==> src/rtl/fpnew_divsqrt_wb_monitor.sv <==
// -----------------------------------------------------------------------------
// fpnew_divsqrt_wb_monitor
//
// Protocol monitor for the FPU div/sqrt unit(s). Each channel has a two-state
// FSM (IDLE/BUSY) with a latency counter. The monitor raises sticky error flags
// for four conditions:
//   - start/writeback collision
//   - writeback timeout
//   - spurious writeback
//   - start while busy (overlap)
// It also records the worst completed latency.
//
// Parameters:
//   NUM_CH  - number of monitored channels
//   MAX_LAT - maximum legal start-to-writeback latency (cycles, >= 2)
//   LAT_W   - latency counter width (derived)
//   CH_W    - channel index width (derived, min 1)
//
// Ports:
//   clk_i           clock
//   rst_ni          synchronous active-low reset
//   op_start_i      per-channel operation start request
//   unit_ready_i    per-channel unit ready
//   wb_valid_i      per-channel writeback valid
//   flush_i         aborts all in-flight tracking
//   clr_i           clears sticky flags and first-error channel
//   busy_o          per-channel FSM in BUSY
//   err_collision_o sticky: accepted start together with writeback
//   err_timeout_o   sticky: no writeback within MAX_LAT cycles
//   err_spurious_o  sticky: writeback while IDLE without a start
//   err_overlap_o   sticky: accepted start while BUSY
//   err_any_o       OR of the four sticky flags
//   err_ch_o        channel of the first error since reset/clear
//   max_lat_o       largest completed latency, saturating at MAX_LAT
//
// Optional feature: define FPNEW_DIVSQRT_MON_ASSERT_EN to compile concurrent
// assertions, one per error condition per channel. Flag behaviour is identical
// with or without the macro.
// -----------------------------------------------------------------------------
module fpnew_divsqrt_wb_monitor #(
    parameter int unsigned NUM_CH  = 1,
    parameter int unsigned MAX_LAT = 32,
    localparam int unsigned LAT_W  = $clog2(MAX_LAT + 1),
    localparam int unsigned CH_W   = (NUM_CH > 1) ? $clog2(NUM_CH) : 1
) (
    input  logic              clk_i,
    input  logic              rst_ni,
    input  logic [NUM_CH-1:0] op_start_i,
    input  logic [NUM_CH-1:0] unit_ready_i,
    input  logic [NUM_CH-1:0] wb_valid_i,
    input  logic              flush_i,
    input  logic              clr_i,
    output logic [NUM_CH-1:0] busy_o,
    output logic              err_collision_o,
    output logic              err_timeout_o,
    output logic              err_spurious_o,
    output logic              err_overlap_o,
    output logic              err_any_o,
    output logic [CH_W-1:0]   err_ch_o,
    output logic [LAT_W-1:0]  max_lat_o
);

    typedef enum logic {
        ST_IDLE = 1'b0,
        ST_BUSY = 1'b1
    } state_t;

    localparam logic [LAT_W-1:0] LAT_MAX = LAT_W'(MAX_LAT);
    localparam logic [LAT_W-1:0] LAT_ONE = LAT_W'(1);

    // Lowest-index set bit of a channel vector (0 when none set).
    function automatic logic [CH_W-1:0] first_ch(input logic [NUM_CH-1:0] v);
        logic [CH_W-1:0] idx;
        idx = {CH_W{1'b0}};
        for (int i = NUM_CH - 1; i >= 0; i--) begin
            if (v[i]) begin
                idx = CH_W'(i);
            end else begin
                idx = idx;
            end
        end
        return idx;
    endfunction

    state_t           state_r     [NUM_CH];
    state_t           state_nxt_s [NUM_CH];
    logic [LAT_W-1:0] cnt_r       [NUM_CH];
    logic [LAT_W-1:0] cnt_nxt_s   [NUM_CH];

    logic [NUM_CH-1:0] acc_s;
    logic [NUM_CH-1:0] collision_s;
    logic [NUM_CH-1:0] overlap_s;
    logic [NUM_CH-1:0] spurious_s;
    logic [NUM_CH-1:0] timeout_s;
    logic [NUM_CH-1:0] done_s;
    logic [NUM_CH-1:0] any_err_s;

    logic              coll_nxt_s;
    logic              tout_nxt_s;
    logic              spur_nxt_s;
    logic              ovl_nxt_s;
    logic [CH_W-1:0]   ch_nxt_s;
    logic [LAT_W-1:0]  max_nxt_s;

    logic [NUM_CH-1:0] busy_r;
    logic              coll_r;
    logic              tout_r;
    logic              spur_r;
    logic              ovl_r;
    logic              any_r;
    logic [CH_W-1:0]   ch_r;
    logic [LAT_W-1:0]  max_r;

    assign acc_s = op_start_i & unit_ready_i;

    // Per-channel FSM state and latency counter registers.
    always_ff @(posedge clk_i) begin
        for (int c = 0; c < NUM_CH; c++) begin
            if (!rst_ni) begin
                state_r[c] <= ST_IDLE;
                cnt_r[c]   <= {LAT_W{1'b0}};
            end else begin
                state_r[c] <= state_nxt_s[c];
                cnt_r[c]   <= cnt_nxt_s[c];
            end
        end
    end

    // Per-channel next-state logic; an accepted start always (re)starts tracking.
    always_comb begin
        for (int c = 0; c < NUM_CH; c++) begin
            state_nxt_s[c] = state_r[c];
            cnt_nxt_s[c]   = cnt_r[c];
            if (flush_i) begin
                state_nxt_s[c] = ST_IDLE;
                cnt_nxt_s[c]   = {LAT_W{1'b0}};
            end else begin
                case (state_r[c])
                    ST_IDLE: begin
                        if (acc_s[c]) begin
                            state_nxt_s[c] = ST_BUSY;
                            cnt_nxt_s[c]   = LAT_ONE;
                        end else begin
                            state_nxt_s[c] = ST_IDLE;
                            cnt_nxt_s[c]   = {LAT_W{1'b0}};
                        end
                    end
                    ST_BUSY: begin
                        if (acc_s[c]) begin
                            state_nxt_s[c] = ST_BUSY;
                            cnt_nxt_s[c]   = LAT_ONE;
                        end else if (wb_valid_i[c] || (cnt_r[c] == LAT_MAX)) begin
                            state_nxt_s[c] = ST_IDLE;
                            cnt_nxt_s[c]   = {LAT_W{1'b0}};
                        end else begin
                            state_nxt_s[c] = ST_BUSY;
                            cnt_nxt_s[c]   = cnt_r[c] + LAT_ONE;
                        end
                    end
                    default: begin
                        state_nxt_s[c] = ST_IDLE;
                        cnt_nxt_s[c]   = {LAT_W{1'b0}};
                    end
                endcase
            end
        end
    end

    // Per-channel error and completion events; a flush cycle raises nothing.
    always_comb begin
        collision_s = {NUM_CH{1'b0}};
        overlap_s   = {NUM_CH{1'b0}};
        spurious_s  = {NUM_CH{1'b0}};
        timeout_s   = {NUM_CH{1'b0}};
        done_s      = {NUM_CH{1'b0}};
        for (int c = 0; c < NUM_CH; c++) begin
            if (!flush_i) begin
                collision_s[c] = acc_s[c] & wb_valid_i[c];
                overlap_s[c]   = (state_r[c] == ST_BUSY) & acc_s[c] & ~wb_valid_i[c];
                spurious_s[c]  = (state_r[c] == ST_IDLE) & wb_valid_i[c] & ~acc_s[c];
                timeout_s[c]   = (state_r[c] == ST_BUSY) & ~acc_s[c] & ~wb_valid_i[c]
                               & (cnt_r[c] == LAT_MAX);
                done_s[c]      = (state_r[c] == ST_BUSY) & ~acc_s[c] & wb_valid_i[c];
            end else begin
                collision_s[c] = 1'b0;
                overlap_s[c]   = 1'b0;
                spurious_s[c]  = 1'b0;
                timeout_s[c]   = 1'b0;
                done_s[c]      = 1'b0;
            end
        end
        any_err_s = collision_s | overlap_s | spurious_s | timeout_s;
    end

    // Sticky flag, first-error channel and worst-latency next values.
    always_comb begin
        max_nxt_s = max_r;
        for (int c = 0; c < NUM_CH; c++) begin
            if (done_s[c] && (cnt_r[c] > max_nxt_s)) begin
                max_nxt_s = cnt_r[c];
            end else begin
                max_nxt_s = max_nxt_s;
            end
        end
        if (max_nxt_s > LAT_MAX) begin
            max_nxt_s = LAT_MAX;
        end else begin
            max_nxt_s = max_nxt_s;
        end

        // Clear and a new error in the same cycle: the new error survives.
        if (clr_i) begin
            coll_nxt_s = |collision_s;
            tout_nxt_s = |timeout_s;
            spur_nxt_s = |spurious_s;
            ovl_nxt_s  = |overlap_s;
            ch_nxt_s   = (|any_err_s) ? first_ch(any_err_s) : {CH_W{1'b0}};
        end else begin
            coll_nxt_s = coll_r | (|collision_s);
            tout_nxt_s = tout_r | (|timeout_s);
            spur_nxt_s = spur_r | (|spurious_s);
            ovl_nxt_s  = ovl_r  | (|overlap_s);
            ch_nxt_s   = (!any_r && (|any_err_s)) ? first_ch(any_err_s) : ch_r;
        end
    end

    // Output registers.
    always_ff @(posedge clk_i) begin
        if (!rst_ni) begin
            busy_r <= {NUM_CH{1'b0}};
            coll_r <= 1'b0;
            tout_r <= 1'b0;
            spur_r <= 1'b0;
            ovl_r  <= 1'b0;
            any_r  <= 1'b0;
            ch_r   <= {CH_W{1'b0}};
            max_r  <= {LAT_W{1'b0}};
        end else begin
            for (int c = 0; c < NUM_CH; c++) begin
                busy_r[c] <= (state_nxt_s[c] == ST_BUSY);
            end
            coll_r <= coll_nxt_s;
            tout_r <= tout_nxt_s;
            spur_r <= spur_nxt_s;
            ovl_r  <= ovl_nxt_s;
            any_r  <= coll_nxt_s | tout_nxt_s | spur_nxt_s | ovl_nxt_s;
            ch_r   <= ch_nxt_s;
            max_r  <= max_nxt_s;
        end
    end

    assign busy_o          = busy_r;
    assign err_collision_o = coll_r;
    assign err_timeout_o   = tout_r;
    assign err_spurious_o  = spur_r;
    assign err_overlap_o   = ovl_r;
    assign err_any_o       = any_r;
    assign err_ch_o        = ch_r;
    assign max_lat_o       = max_r;

`ifdef FPNEW_DIVSQRT_MON_ASSERT_EN
    for (genvar c = 0; c < NUM_CH; c++) begin : g_assert
        a_collision: assert property (@(posedge clk_i) disable iff (!rst_ni)
            (!flush_i && acc_s[c]) |-> !wb_valid_i[c]);
        a_overlap: assert property (@(posedge clk_i) disable iff (!rst_ni)
            (!flush_i && (state_r[c] == ST_BUSY) && !wb_valid_i[c]) |-> !acc_s[c]);
        a_spurious: assert property (@(posedge clk_i) disable iff (!rst_ni)
            (!flush_i && (state_r[c] == ST_IDLE) && !acc_s[c]) |-> !wb_valid_i[c]);
        a_timeout: assert property (@(posedge clk_i) disable iff (!rst_ni)
            (!flush_i && (state_r[c] == ST_BUSY) && !acc_s[c] && (cnt_r[c] == LAT_MAX))
            |-> wb_valid_i[c]);
    end
`endif

endmodule

==> config.mk <==
export PLATFORM = sky130hd
export DESIGN_NAME = fpnew_divsqrt_wb_monitor
export DESIGN_NICKNAME = d
export VERILOG_FILES = /design/src/rtl/fpnew_divsqrt_wb_monitor.sv
export SDC_FILE = /design/constraint.sdc
export NUM_CORES = 1
export LEC_CHECK = 0
export ABC_AREA = 0
export CAP_MARGIN = 20
export CORE_MARGIN = 8
export CORE_UTILIZATION = 49
export DETAILED_ROUTE_END_ITERATION = 7
export HOLD_SLACK_MARGIN = 0.03
export PLACE_DENSITY = 0.77
export SLEW_MARGIN = 20
export SYNTH_ARGS = -nofsm -noshare
export SYNTH_HDL_FRONTEND = slang
export SYNTH_SLANG_ARGS = --single-unit
==> constraint.sdc <==
create_clock -name clk_i -period 2.1 [get_ports clk_i]
set_input_delay 0.42 -clock clk_i [delete_from_list [all_inputs] [get_ports clk_i]]
set_output_delay 0.42 -clock clk_i [all_outputs]
set_load 0.005 [all_outputs]
Word-level counts from Yosys, hierarchy flattened:

Memories as Yosys holds them, arrays and structs flattened.
Cells that the tools add are included.

* add/subtract/negate cells: 1
* magnitude comparators: 2
* equality and inequality tests: 1
* muxes and demuxes: 27
* bitwise gates (word level): 21
* reduce and logical (&&, ||, !) cells: 5

Operators with widths (count)
* 6-bit 2-to-1 mux: 6
* 1-bit 2-to-1 mux: 19
* 6-bit case mux with 2 select lines: 1
* 1-bit AND: 10
* 1-bit bitwise OR: 7
* 6-bit by 1-bit adder with 6-bit output (second input constant): 1
* 6-bit == test (second input constant): 1
* 6-bit greater-than comparator: 1
* 6-bit greater-than comparator (second input constant): 1
* 6-bit OR reduction: 1
* 1-bit NOT: 4
* 1-bit case mux with 2 select lines: 1
* 2-bit OR reduction: 1
* 1-bit logical AND: 1
* 1-bit logical OR: 1
* 1-bit OR reduction: 1

* register bits: 12
* memory bits (writable): 7
* bits of input ports: 7
* word-level logic and storage cells: 67
* memories: 2

Memory list
* cnt_r: words 1, bits a word 6, read ports 1, clocked after Yosys merged registers in 0, write ports 1, RTL line 87 `logic [LAT_W-1:0] cnt_r [NUM_CH];`
* state_r: words 1, bits a word 1, read ports 1, clocked after Yosys merged registers in 0, write ports 1, RTL line 85 `state_t state_r [NUM_CH];`

Longest topological paths before layout:

* word-level depth: 11
* gate-level depth with buffers: 6

Least setup slack after synthesis:

OpenSTA, ideal clock, no wires.

* kind: reg2reg
* from: register max_r[5] (netlist: max_lat_o[5])
* to: register max_r[0] (netlist: max_lat_o[0])
* library setup time: 72 ps
* arrival time: 1535 ps
* required time: 2028 ps
* path slack: 493 ps
* stages on the path, launching flop included: 7
* clock period less this slack: 1607 ps
* cells stage by stage: dfxtp_1 > inv_1 > ha_1 > nand4_1 > o21bai_1 > a31oi_4 > mux2i_1

* longest elaborated chain between the ends: 5

RTL lines
* start, declared: RTL line 112 `logic [LAT_W-1:0] max_r;`
* start signal, assigned: RTL line 237 `max_r <= {LAT_W{1'b0}};`
* start signal, assigned: RTL line 248 `max_r <= max_nxt_s;`
* 6-bit greater-than comparator: RTL line 199 `if (done_s[c] && (cnt_r[c] > max_nxt_s)) begin`
* 1-bit logical AND: RTL line 199
* 6-bit 2-to-1 mux (*): RTL line 199
* 6-bit greater-than comparator: RTL line 205 `if (max_nxt_s > LAT_MAX) begin`
* 2-bit OR reduction (no line)

Mark *: on every way between the ends. The rest lies on a longest branch, timed or not.
A chain may end at the register's enable or synchronous reset.

Final worst setup path:

* from: register max_r[5] (netlist: max_lat_o[5])
* to: register max_r[1] (netlist: max_lat_o[1])

Same word-level chain as after synthesis.

==> out/metrics.cfg <==
[worst_setup_path]
path_cells = inv_1 -> ha_1 -> nand4_1 -> o21bai_1 -> a31oi_4 -> mux2i_1
arrival_ns = 2.00
critPathSlowestCell = dfxtp_1
worstSetupEndpointType = register
worstSetupStartpointType = register
path_max_fanout = 6
slowest_delay_ns = 0.35
crit_required_ns = 2.33
path_delay_family = compound AO/OA/AOI/OAI gates
timing.critical_path.buf_inv = 1
criticalPathCategory = reg -> reg

[placement]
dp_hpwl_mm = 1.624
io_buffers = 18
place_congestion = 0.8664

[clock_network]
cts_max_level = 1
insertion_delay_ns = 0.29
path_clk_slew_ns = 0.10
cts_inserted_buffers = 3
cts_tree = yes
ctsRootBufferMaster = clkbuf_4
clock-sinks = 19
cts_buffer_depth = 2
post-cts-setup-buffers = 0
cts_resized = 0
hold_buffers = 0

[floorplan]
chipWidth_um = 60.66
ioPinCount = 20
chipHeight_um = 60.66
die_area_sq_um = 3679
initial_utilization_pct = 50.85
num_rows = 16
core_area_sq_um = 1922

[yosys]
synth_area_sq_um = 977.2
yosysMostFrequentCell = dfxtp_1
synth.top_cell.area_share_pct = 38.92
synth_cell_types = 33
synthTopCellsByCount = dfxtp_1, inv_1, nand3_1, ha_1
synthCells = 105
yosys.area.top_type = dfxtp_1
syn_area_per_cell_sq_um = 9.307
synth.area.top_cells = dfxtp_1, ha_1, mux2i_1
synth_edf_count = 0
async_reset_ff_share_pct = 0
ys_ff_latch = 19
ys_seq_area_share_pct = 38.92
synthFlopType = dfxtp_1
syn_nets = 120
ys.warnings.count = 0

[pwr]
powerDensity_nw_per_um2 = 485.0
leakage_nw = 0.4422
power_mw = 0.5977
vdd_drop_max_mv = 0.3770

[final_layout]
fin_nets = 144
syn2layout_area_growth_pct = 26.12
insertedDiodeCount = 0
drive_above_1_share_pct = 7.813

[grt]
track_usage_pct = 13.30
grt_max_degree = 17
antenna_found_initial = 0
grt_overflow = 0
grt_pass1_wl_mm = 3.643
grt_pass1_vias = 858

[drt]
drc = 0
wl_met2_mm = 1.064
vias = 816
first_pass_iters = 4
wirelength_mm = 2.187
top_layer = met4
ant_nets = 0
wl_met1_um = 967
detail_route.wl_per_cell_um = 14.11
drtIter0Drc = 5
wl_met3_um = 102
vias_per_cell = 5.265

[hold_path]
hold_class = reg -> reg

[timing]
fin_skew_ns = 0.002660
drv_slew = 0
period_needed_ns = 1.768
hold_violations = 0
rsz0062_at_grt = false
fmax_mhz = 565.6
setup_tns_ns = 0
final_min_period_over_clock_period_pct = 84.20
setup_viol = 0

[flow_run]
maxCapViolations = 0

[run_status]
status = finished, final reports clean

==> layout make-up <==
type / count / area, sq um
Fill cell: 167 / 689.4
Multi-Input combinational cell: 72 / 540.5
Sequential cell: 19 / 380.4
Timing Repair Buffer: 22 / 210.2
Inverter: 11 / 41.29
Tap cell: 27 / 33.78
Clock buffer: 4 / 26.28
==> worst reg2reg max path: cells and delay by family (launching register included) <==
family	cells	cell delay, ns
AOI/OAI and AO/OA	2	0.56
DFF	1	0.35
adders and majority gates	1	0.34
muxes	1	0.21
buffers and inverters	1	0.12
and+or+nand+nor	1	0.12
==> sequential cells by signal (all words and copies together), names as in the netlist <==
register	cells
busy_o	1
err_any_o	1
cnt_r	6
err_timeout_o	1
err_overlap_o	1
state_r	1
max_lat_o	6
err_collision_o	1
err_spurious_o	1
==> cells in the final DEF, fill, tap and decap left out <==
master / count
clkbuf_4: 3
o22ai_1: 1
nor2b_1: 2
dfxtp_1: 19
and2b_1: 1
o32ai_1: 2
a21boi_0: 1
nand3b_1: 5
a31oi_4: 1
conb_1: 1
nor2_1: 6
a21oi_1: 1
o2111ai_1: 1
buf_4: 4
or3b_1: 1
clkbuf_1: 1
o21bai_1: 1
o21a_1: 2
nand2b_1: 2
nand2_1: 6
nand4_1: 1
a21o_1: 1
or4_1: 1
a31oi_1: 1
clkdlybuf4s50_1: 18
nand2b_4: 1
nand3_1: 9
nor3_1: 1
mux2i_1: 6
o22ai_2: 1
xnor2_1: 2
ha_1: 8
and2_1: 4
inv_1: 11
xor2_1: 2
==> worst paths after layout <==
check | slack [ns] | startpoint | cells after the start | endpoint
max | 0.33 | max_lat_o[5] | 6 | max_lat_o[1]
min | 0.48 | max_lat_o[5] | 2 | max_lat_o[5]
max reg2reg | 0.33 | max_lat_o[5] | 6 | max_lat_o[1]
min reg2reg | 0.48 | max_lat_o[5] | 2 | max_lat_o[5]
==> report_power, final <==
part / switching (mW) / internal (mW)
sequential: 0.00285 / 0.365
combinational: 0.0192 / 0.0250
clock: 0.112 / 0.0739
==> layer usage <==
layer / track usage [%] / up-vias
met5: 0 / -
met4: 8.970 / 0
met3: 2.966 / 6
met2: 23.68 / 21
met1: 13.47 / 383
li1: - / 406
==> cell families after synthesis <==
| family | after synthesis | share of synthesized area (%) |
|---|---|---|
| flip-flops | 19 | 38.92 |
| XOR/XNOR | 4 | 3.586 |
| adder cells (fa/ha/maj) | 8 | 10.24 |
| buffers and inverters | 14 | 5.762 |
| multiplexers | 6 | 6.146 |
| AO/OA/AOI/OAI | 13 | 11.78 |
| AND/OR/NAND/NOR | 40 | 23.17 |
| other | 1 | 0.3838 |
==> through the flow <==
step	cell area, sq um	utilization, %	std cells	hold WS, ns	setup slack, ns
finish	1232	64.13	155	0.4766	0.3318
global route	1232	64.13	155	0.5259	0.1649
CTS	1232	64.13	155	0.4824	0.3091
detailed placement	1206	62.76	151	0.4593	0.1082
global placement	1206	62.76	151	0.4559	0.1428
floorplan	977.2	-	105	0.4640	0.4935
Note: power is estimated with default switching activity, not from simulation.
